===== src/rtl/lpif_dstrm_flit_assembler.sv =====
// rtl/lpif_dstrm_flit_assembler.sv - gathers LPIF dstrm beats into flits with protid/CRC/error and queues them
module lpif_dstrm_flit_assembler #(
    parameter int BEATS_PER_FLIT = 4,
    parameter int FIFO_DEPTH     = 4
) (
    input  logic                          clk_wr,
    input  logic                          rst_wr,
    input  logic [3:0]                    dstrm_state,
    input  logic [1:0]                    dstrm_protid,
    input  logic [127:0]                  dstrm_data,
    input  logic                          dstrm_dvalid,
    input  logic [7:0]                    dstrm_crc,
    input  logic                          dstrm_crc_valid,
    input  logic                          dstrm_valid,
    output logic [128*BEATS_PER_FLIT-1:0] flit_data,
    output logic [1:0]                    flit_protid,
    output logic [7:0]                    flit_crc,
    output logic                          flit_err,
    output logic                          flit_valid,
    input  logic                          flit_ready,
    output logic                          link_active,
    output logic                          state_chg,
    output logic [7:0]                    ovf_cnt,
    output logic [7:0]                    frag_cnt,
    output logic                          err_sticky
);
    localparam int FW = 128 * BEATS_PER_FLIT;
    localparam int BW = $clog2(BEATS_PER_FLIT);
    localparam int PW = $clog2(FIFO_DEPTH);
    localparam logic [3:0]    ST_ACTIVE = 4'h1;
    localparam logic [BW-1:0] LAST_BEAT = BW'(BEATS_PER_FLIT - 1);

    logic [BW-1:0] bcnt_q, bcnt_d;
    logic [127:0]  asm_q [BEATS_PER_FLIT];
    logic [1:0]    protid_q;
    logic          err_q, err_d;
    logic [PW:0]   wr_q, rd_q;
    logic [FW-1:0] data_mem [FIFO_DEPTH];
    logic [1:0]    pid_mem  [FIFO_DEPTH];
    logic [7:0]    crc_mem  [FIFO_DEPTH];
    logic          err_mem  [FIFO_DEPTH];
    logic [7:0]    ovf_q, frag_q;
    logic [3:0]    state_q;
    logic          link_q, chg_q, sticky_q;

    logic          is_active, acc, last, pid_bad, crc_hit, drop_frag;
    logic          empty, full, pop, push_ok, ovf;
    logic          push_err;
    logic [7:0]    push_crc;
    logic [FW-1:0] push_data;

    always_comb begin
        is_active = dstrm_valid && (dstrm_state == ST_ACTIVE);
        acc       = is_active && dstrm_dvalid;
        last      = acc && (bcnt_q == LAST_BEAT);
        pid_bad   = acc && (bcnt_q != '0) && (dstrm_protid != protid_q);
        crc_hit   = dstrm_valid && dstrm_crc_valid;
        drop_frag = dstrm_valid && (dstrm_state != ST_ACTIVE) && (bcnt_q != '0);
        // A CRC is only legal on the accepted last beat; anything else taints the flit.
        push_err  = err_q || pid_bad || !crc_hit;
        push_crc  = crc_hit ? dstrm_crc : 8'h00;

        err_d = err_q || pid_bad || (crc_hit && !last);
        if (last || drop_frag) err_d = 1'b0;

        bcnt_d = bcnt_q;
        if (acc)            bcnt_d = last ? '0 : bcnt_q + BW'(1);
        else if (drop_frag) bcnt_d = '0;

        push_data = '0;
        for (int i = 0; i < BEATS_PER_FLIT - 1; i++) push_data[i*128 +: 128] = asm_q[i];
        push_data[(BEATS_PER_FLIT-1)*128 +: 128] = dstrm_data;

        empty   = (wr_q == rd_q);
        full    = (wr_q[PW] != rd_q[PW]) && (wr_q[PW-1:0] == rd_q[PW-1:0]);
        pop     = !empty && flit_ready;
        push_ok = last && (!full || pop);
        ovf     = last && full && !pop;
    end

    always_ff @(posedge clk_wr or posedge rst_wr) begin
        if (rst_wr) begin
            bcnt_q   <= '0;
            protid_q <= '0;
            err_q    <= 1'b0;
            for (int i = 0; i < BEATS_PER_FLIT; i++) asm_q[i] <= '0;
        end else begin
            bcnt_q <= bcnt_d;
            err_q  <= err_d;
            if (acc) asm_q[bcnt_q] <= dstrm_data;
            if (acc && bcnt_q == '0) protid_q <= dstrm_protid;
        end
    end

    always_ff @(posedge clk_wr or posedge rst_wr) begin
        if (rst_wr) begin
            wr_q <= '0;
            rd_q <= '0;
            for (int i = 0; i < FIFO_DEPTH; i++) begin
                data_mem[i] <= '0;
                pid_mem[i]  <= '0;
                crc_mem[i]  <= '0;
                err_mem[i]  <= 1'b0;
            end
        end else begin
            if (pop) rd_q <= rd_q + 1'b1;
            if (push_ok) begin
                data_mem[wr_q[PW-1:0]] <= push_data;
                pid_mem[wr_q[PW-1:0]]  <= protid_q;
                crc_mem[wr_q[PW-1:0]]  <= push_crc;
                err_mem[wr_q[PW-1:0]]  <= push_err;
                wr_q <= wr_q + 1'b1;
            end
        end
    end

    always_ff @(posedge clk_wr or posedge rst_wr) begin
        if (rst_wr) begin
            ovf_q    <= '0;
            frag_q   <= '0;
            state_q  <= '0;
            link_q   <= 1'b0;
            chg_q    <= 1'b0;
            sticky_q <= 1'b0;
        end else begin
            if (ovf && ovf_q != 8'hFF)        ovf_q  <= ovf_q + 8'd1;
            if (drop_frag && frag_q != 8'hFF) frag_q <= frag_q + 8'd1;
            if (push_ok && push_err)          sticky_q <= 1'b1;
            state_q <= dstrm_state;
            chg_q   <= (dstrm_state != state_q);
            link_q  <= is_active;
        end
    end

    assign flit_data   = data_mem[rd_q[PW-1:0]];
    assign flit_protid = pid_mem[rd_q[PW-1:0]];
    assign flit_crc    = crc_mem[rd_q[PW-1:0]];
    assign flit_err    = err_mem[rd_q[PW-1:0]];
    assign flit_valid  = !empty;
    assign link_active = link_q;
    assign state_chg   = chg_q;
    assign ovf_cnt     = ovf_q;
    assign frag_cnt    = frag_q;
    assign err_sticky  = sticky_q;
endmodule

===== config.mk =====
export PLATFORM = sky130hd
export DESIGN_NAME = lpif_dstrm_flit_assembler
export DESIGN_NICKNAME = d
export VERILOG_FILES = /design/src/rtl/lpif_dstrm_flit_assembler.sv
export SDC_FILE = /design/constraint.sdc
export NUM_CORES = 2
export LEC_CHECK = 0
export ABC_AREA = 1
export CAP_MARGIN = 20
export CORE_UTILIZATION = 40
export CTS_CLUSTER_DIAMETER = 80
export DETAILED_ROUTE_END_ITERATION = 8
export DONT_BUFFER_PORTS = 1
export GPL_ROUTABILITY_DRIVEN = 1
export HOLD_SLACK_MARGIN = 0.05
export SYNTH_ARGS = -nofsm -noshare
export SYNTH_HDL_FRONTEND = slang
export SYNTH_SLANG_ARGS = --single-unit

===== constraint.sdc =====
create_clock -name clk_wr -period 132.1 [get_ports clk_wr]
set_input_delay 6.605 -clock clk_wr [delete_from_list [all_inputs] [get_ports clk_wr]]
set_output_delay 6.605 -clock clk_wr [all_outputs]
set_load 0.005 [all_outputs]

Word level (Yosys, flattened, before mapping)
Cells that the tools add are included.
{ "classes": {"eq_ne": 10, "n_mux": 32, "order_cmp": 5, "reduce_logical": 33, "n_bitwise": 3, "addsub": 5} }
{ "ops": {"columns": ["operator", "n"], "rows": [
  ["$bwmux W2048", 1],
  ["$mux W512", 3],
  ["$bmux W512 S2", 1],
  ["$demux W512 S2", 1],
  ["$bwmux W512", 1],
  ["$demux W128 S2", 1],
  ["$mux W128", 1],
  ["$bwmux W32", 1],
  ["$mux W8", 4],
  ["$logic_and A1 B1 Y1", 20],
  ["$add A8 B1 Y8 const B", 2],
  ["$bmux W8 S2", 1],
  ["$demux W8 S2", 1],
  ["$ne A8 B8 Y1 const B", 2],
  ["$mux W2", 6],
  ["$ge A3 B3 Y1 const B", 3],
  ["$not A2 Y3", 3],
  ["$bwmux W8", 1],
  ["$add A3 B1 Y3 const B", 2],
  ["$lt A3 B1 Y1 const B", 2],
  ["$logic_not A1 Y1", 5],
  ["$logic_or A1 B1 Y1", 5],
  ["$bmux W2 S2", 1],
  ["$bwmux W4", 1],
  ["other kinds (15)", 19]
]} }
{ "totals": {"output_inout_bits": 543, "elab_cells": 119, "regBits": 2638, "input_bits": 148} }

Depth between registers and ports, before layout
{ "logic_depth": {"word_depth": 8, "depth_mapped": 12, "depth_no_buf": 10} }

Least setup slack after synthesis
Ideal clock, no wire load.
{ "synth_path": {"path_kind": "reg2out", "from": "register rd_q[0]", "to": "output port flit_data[248]", "t_arrival_ps": 1449, "setup_slack_ps": 124046, "t_required_ps": 125495, "path_buffers": 3, "stages_incl_launch_ff": 7, "cell_sequence": "dfrtp_1 > inv_2 > buf_2 > clkbuf_1 > clkbuf_1 > nor2_1 > o22ai_1"} }
{ "synth_via": {"elab_chain_cells": 4} }
{ "synth_lines": {"columns": ["item", "line_no", "rtl"], "rows": [
  ["start: declaration", "37", "logic [PW:0] wr_q, rd_q;"],
  ["start signal: assignment", "106", "if (pop) rd_q <= rd_q + 1'b1;"],
  ["$not A2 Y3 (not written as such)", "135", "assign flit_data = data_mem[rd_q[PW-1:0]];"],
  ["$bmux W512 S2", "135", null],
  ["$mux W512 (not written as such) (2 in a row)", "135", null],
  ["end: declaration", "15", "output logic [128*BEATS_PER_FLIT-1:0] flit_data,"]
]} }
Every way passes these cells. The select of a mux whose other input is x is not followed.

Worst setup path after layout
{ "layout_path": {"from": "register rd_q[0]", "to": "output port flit_data[295]"} }
The elaborated chain is that of the path after synthesis.

==> metrics.md <==
| Metric | Value |
|---|---|
| Outcome | `finished clean` |
| Switch share | `36.56%` |
| Clk sink count | `2510` |
| Area grow syn2layout | `10.86%` |
| Crit path arrival time | `roughly 6 ns` |
| Avg WL per Cell | `about 22 µm` |
| Synthesized area | `0.1038 mm²` |
| CTS Buf Count | `a little under 300` |
| Worst-skew pair later-pin latency | `0.95 ns` |
| Fin area | `0.1151 mm²` |
| Slew headroom | `between 20% and 30%` |
| PD cells | `around 19 mW/mm²` |
| Pre-CTS WS | `between 100 and 150 ns` |
| Buffers added on ports | `0` |
| Maximum VDD drop | `about 0.024 mV` |
| Pwr Total | `~2200 µW` |
| Initial Utilization | `roughly 40%` |
| Via count of the first global-routing pass | `between 70k and 80k` |
| Final setup fails | `0` |
| Worst Tran Pin Value | `1.160 ns` |
| Xor-xnor portion of the synthesized cell area | `less than 1%` |
| FP Rows | `about 190` |
| H-tree levels | `5` |
| Routability cong. | `between 0.8 and 0.9` |
| Post-synthesis compound-gate area fraction | `about a fifth` |
| Hold Buf Count CTS | `0` |
| Largest net degree at the start of global routing | `209` |
| Final nets | `approximately 11k` |
| Post-route ant nets | `0` |
| Hold Slack | `around 0.48 ns` |
| Final Hold Fails | `0` |
| Synth Register Bits | `2510` |
| Psw | `a little over 800 µW` |
| Clock transition at path regs | `0.06 ns` |
| Setup Skew | `0.05853 ns` |
| Global Route Usage Sum | `roughly a quarter` |
| Number of fill cells in the layout | `around 24k` |
| F_max | `78.66 MHz` |
| Min-Delay Path Class | `reg -> reg` |
| Internal power | `~1400 µW` |
| PnR worst setup slack | `approximately 120 ns` |
| Warnings, synthesis | `0` |
| CORE AREA | `about 0.26 mm²` |
| Die Y | `511.4 µm` |
| Grt total ovfl | `0` |
| Routed vias/inst | `approximately 5.5` |
| Mapped Nets | `11.86k` |
| Initial antenna violation count | `46` |
| Req. time, crit path | `~130 ns` |
| Slew Limit Fails | `0` |
| Layout cells sized above 1 | `5.060%` |
| Synth cell types | `24` |
| Total of max-cap violations | `0` |
| Final wirelength | `~330000 µm` |
| Final period util | `9.623%` |
| Top FF cell, synth | `dfrtp_1` |
| DR DRC count | `0` |
| Vias after detailed routing | `roughly 80k` |
| Fraction of the mapped netlist area in simple logic gates | `roughly an eighth` |
| Mux share of post-synthesis cell area | `0%` |
| Commonest non-fill, non-tap cell in the layout | `o21ai_0` |
| Clock power frac | `between 30% and 40%` |
| Synth Area per Inst | `between 8 and 9 µm²` |
| Tmin final | `roughly 13 ns` |
| Max Buffers Root-to-Sink | `4` |
| Largest family of logic cells by synthesized area | `compound AO/OA/AOI/OAI gates` |
| Combinational fraction of design power | `27.6%` |
| First-pass GRT wire length | `495900 µm` |
| Register area | `0.06282 mm²` |
| Max FO, Critical Path | `176` |
| Setup_tns | `0 ns` |
| DRT Pass-1 Iters | `6` |
| Most frequent cells in the layout | `3231 x o21ai_0, 2565 x nand2_1, 2508 x dfrtp_1` |
| Sequential element share of the synthesized area | `approximately 61%` |
| FFs w/ async S/R, synth | `100.0%` |
| Critical path class | `reg -> out` |
| CTS tree | `built` |
| CTS root buf | `clkbuf_16` |
| Sequential Power Share | `about 36%` |
| Post-DP Area | `~0.11 mm²` |
| Detail Placement HPWL | `between 200000 and 250000 µm` |
| RSZ-0062 raised after global routing | `false` |
| Post-CTS sizing | `0` |
| Cells after synthesis | `approximately 12k` |
| Post-CTS setup buffers | `0` |
| Post-Synth Adder-Cell Area | `less than 1%` |
| Iteration-0 DRC Markers | `approximately 8.6k` |
| Die ar. | `roughly 0.26 mm²` |
| Multi-input gate area | `0.03513 mm²` |
| Crit. End Element | `primary output` |
| Critical path startpoint category | `flop` |
| Leak | `~0.051 µW` |
| Die X | `a little over 500 µm` |
| Number of synthesized flops with an enable pin | `0` |
| I/O pin total | `just under 700` |
[state kept, by name, summed over array words and instances (netlist names)]
name / count
rd_q: 3
link_active: 1
bcnt_q: 2
data_mem: 2048
asm_q: 384
err_sticky: 1
ovf_cnt: 8
crc_mem: 32
state_q: 4
wr_q: 3
state_chg: 1
err_mem: 4
protid_q: 2
pid_mem: 8
frag_cnt: 8
err_q: 1
[final timing paths]
check / startpoint / endpoint / slack [ns] / cells past startpoint
setup / recovery: rd_q[0] / flit_data[295] / 119.39 / 6
hold / removal: data_mem[1116] / data_mem[1116] / 0.48 / 2
setup reg to reg: rd_q[0] / data_mem[675] / 124.67 / 12
hold reg to reg: data_mem[1116] / data_mem[1116] / 0.48 / 2
max in group asynchronous: rst_wr / data_mem[1370] / 120.86 / 7
min in group asynchronous: rst_wr / data_mem[263] / 5.67 / 1
[logic make-up (layout without fill, tap and decap cells)]
kind of cell               count (synthesis)  count (layout)
AOI/OAI and AO/OA                       4060            4060
buffers and inverters                   1446            1167
adders and majority gates                 11              11
xor gates and xnor gates                  17              17
and+or+nand+nor                         3659            3659
DFF                                     2510            2510
other                                      0              27
[final cells by class]
cell class / instances / area share [%]
Inverter: 549 / 1.811
Sequential cell: 2510 / 54.60
Tap cell: 3384 / 3.680
Multi-Input combinational cell: 7747 / 30.54
Timing Repair Buffer: 123 / 1.085
Antenna cell: 27 / 0.05872
Clock buffer: 422 / 7.500
Clock inverter: 73 / 0.7329
[critical path: stages (launching register included)]
cell     delay (ns)
dfrtp_4        1.04
buf_12         0.61
buf_4          0.87
buf_4          0.89
buf_4          0.69
o21ai_0        0.19
o22ai_1        0.47
[per-layer routing]
metal  vias up  wire, µm  global-route usage [%]
li1      37880         -                       -
met1     40480    148300                   35.35
met2      3224    136600                   35.17
met3       434     32100                   7.365
met4         0     10720                   8.775
met5         -         0                       0
[synth_stat cells, types with 8 or more instances]
cell      number  area, µm²
dfrtp_1     2510      62810
buf_6         22      247.7
nand3_1       21      105.1
clkbuf_1     621       2331
buf_2        234       1171
o22ai_1      523       3272
o21ai_0     3231      16170
o21ai_1      305       1526
xor2_1         9      78.83
buf_4          9      67.56
nand2_1     2568       9639
buf_1         11      41.29
ha_1          11      137.6
nor2_1      1057       3968
inv_1        545       2046
xnor2_1        8      70.07
[power by group through the flow]
stage / registers, µW / logic [µW] / clock network, µW
floorplan: 817 / 361 / 0
finish: 808 / 612 / 799
global placement: 821 / 602 / 0
CTS: 808 / 611 / 816
detailed placement: 821 / 609 / 0
global route: 810 / 667 / 848
[stage by stage]
stage               util [%]  cells
finish                 44.70  14840
detailed placement     40.89  14300
global route           44.68  14810
global placement       40.89  14300
CTS                    44.57  14800
floorplan                  -  11700
(Power assumes the default switching activity.)
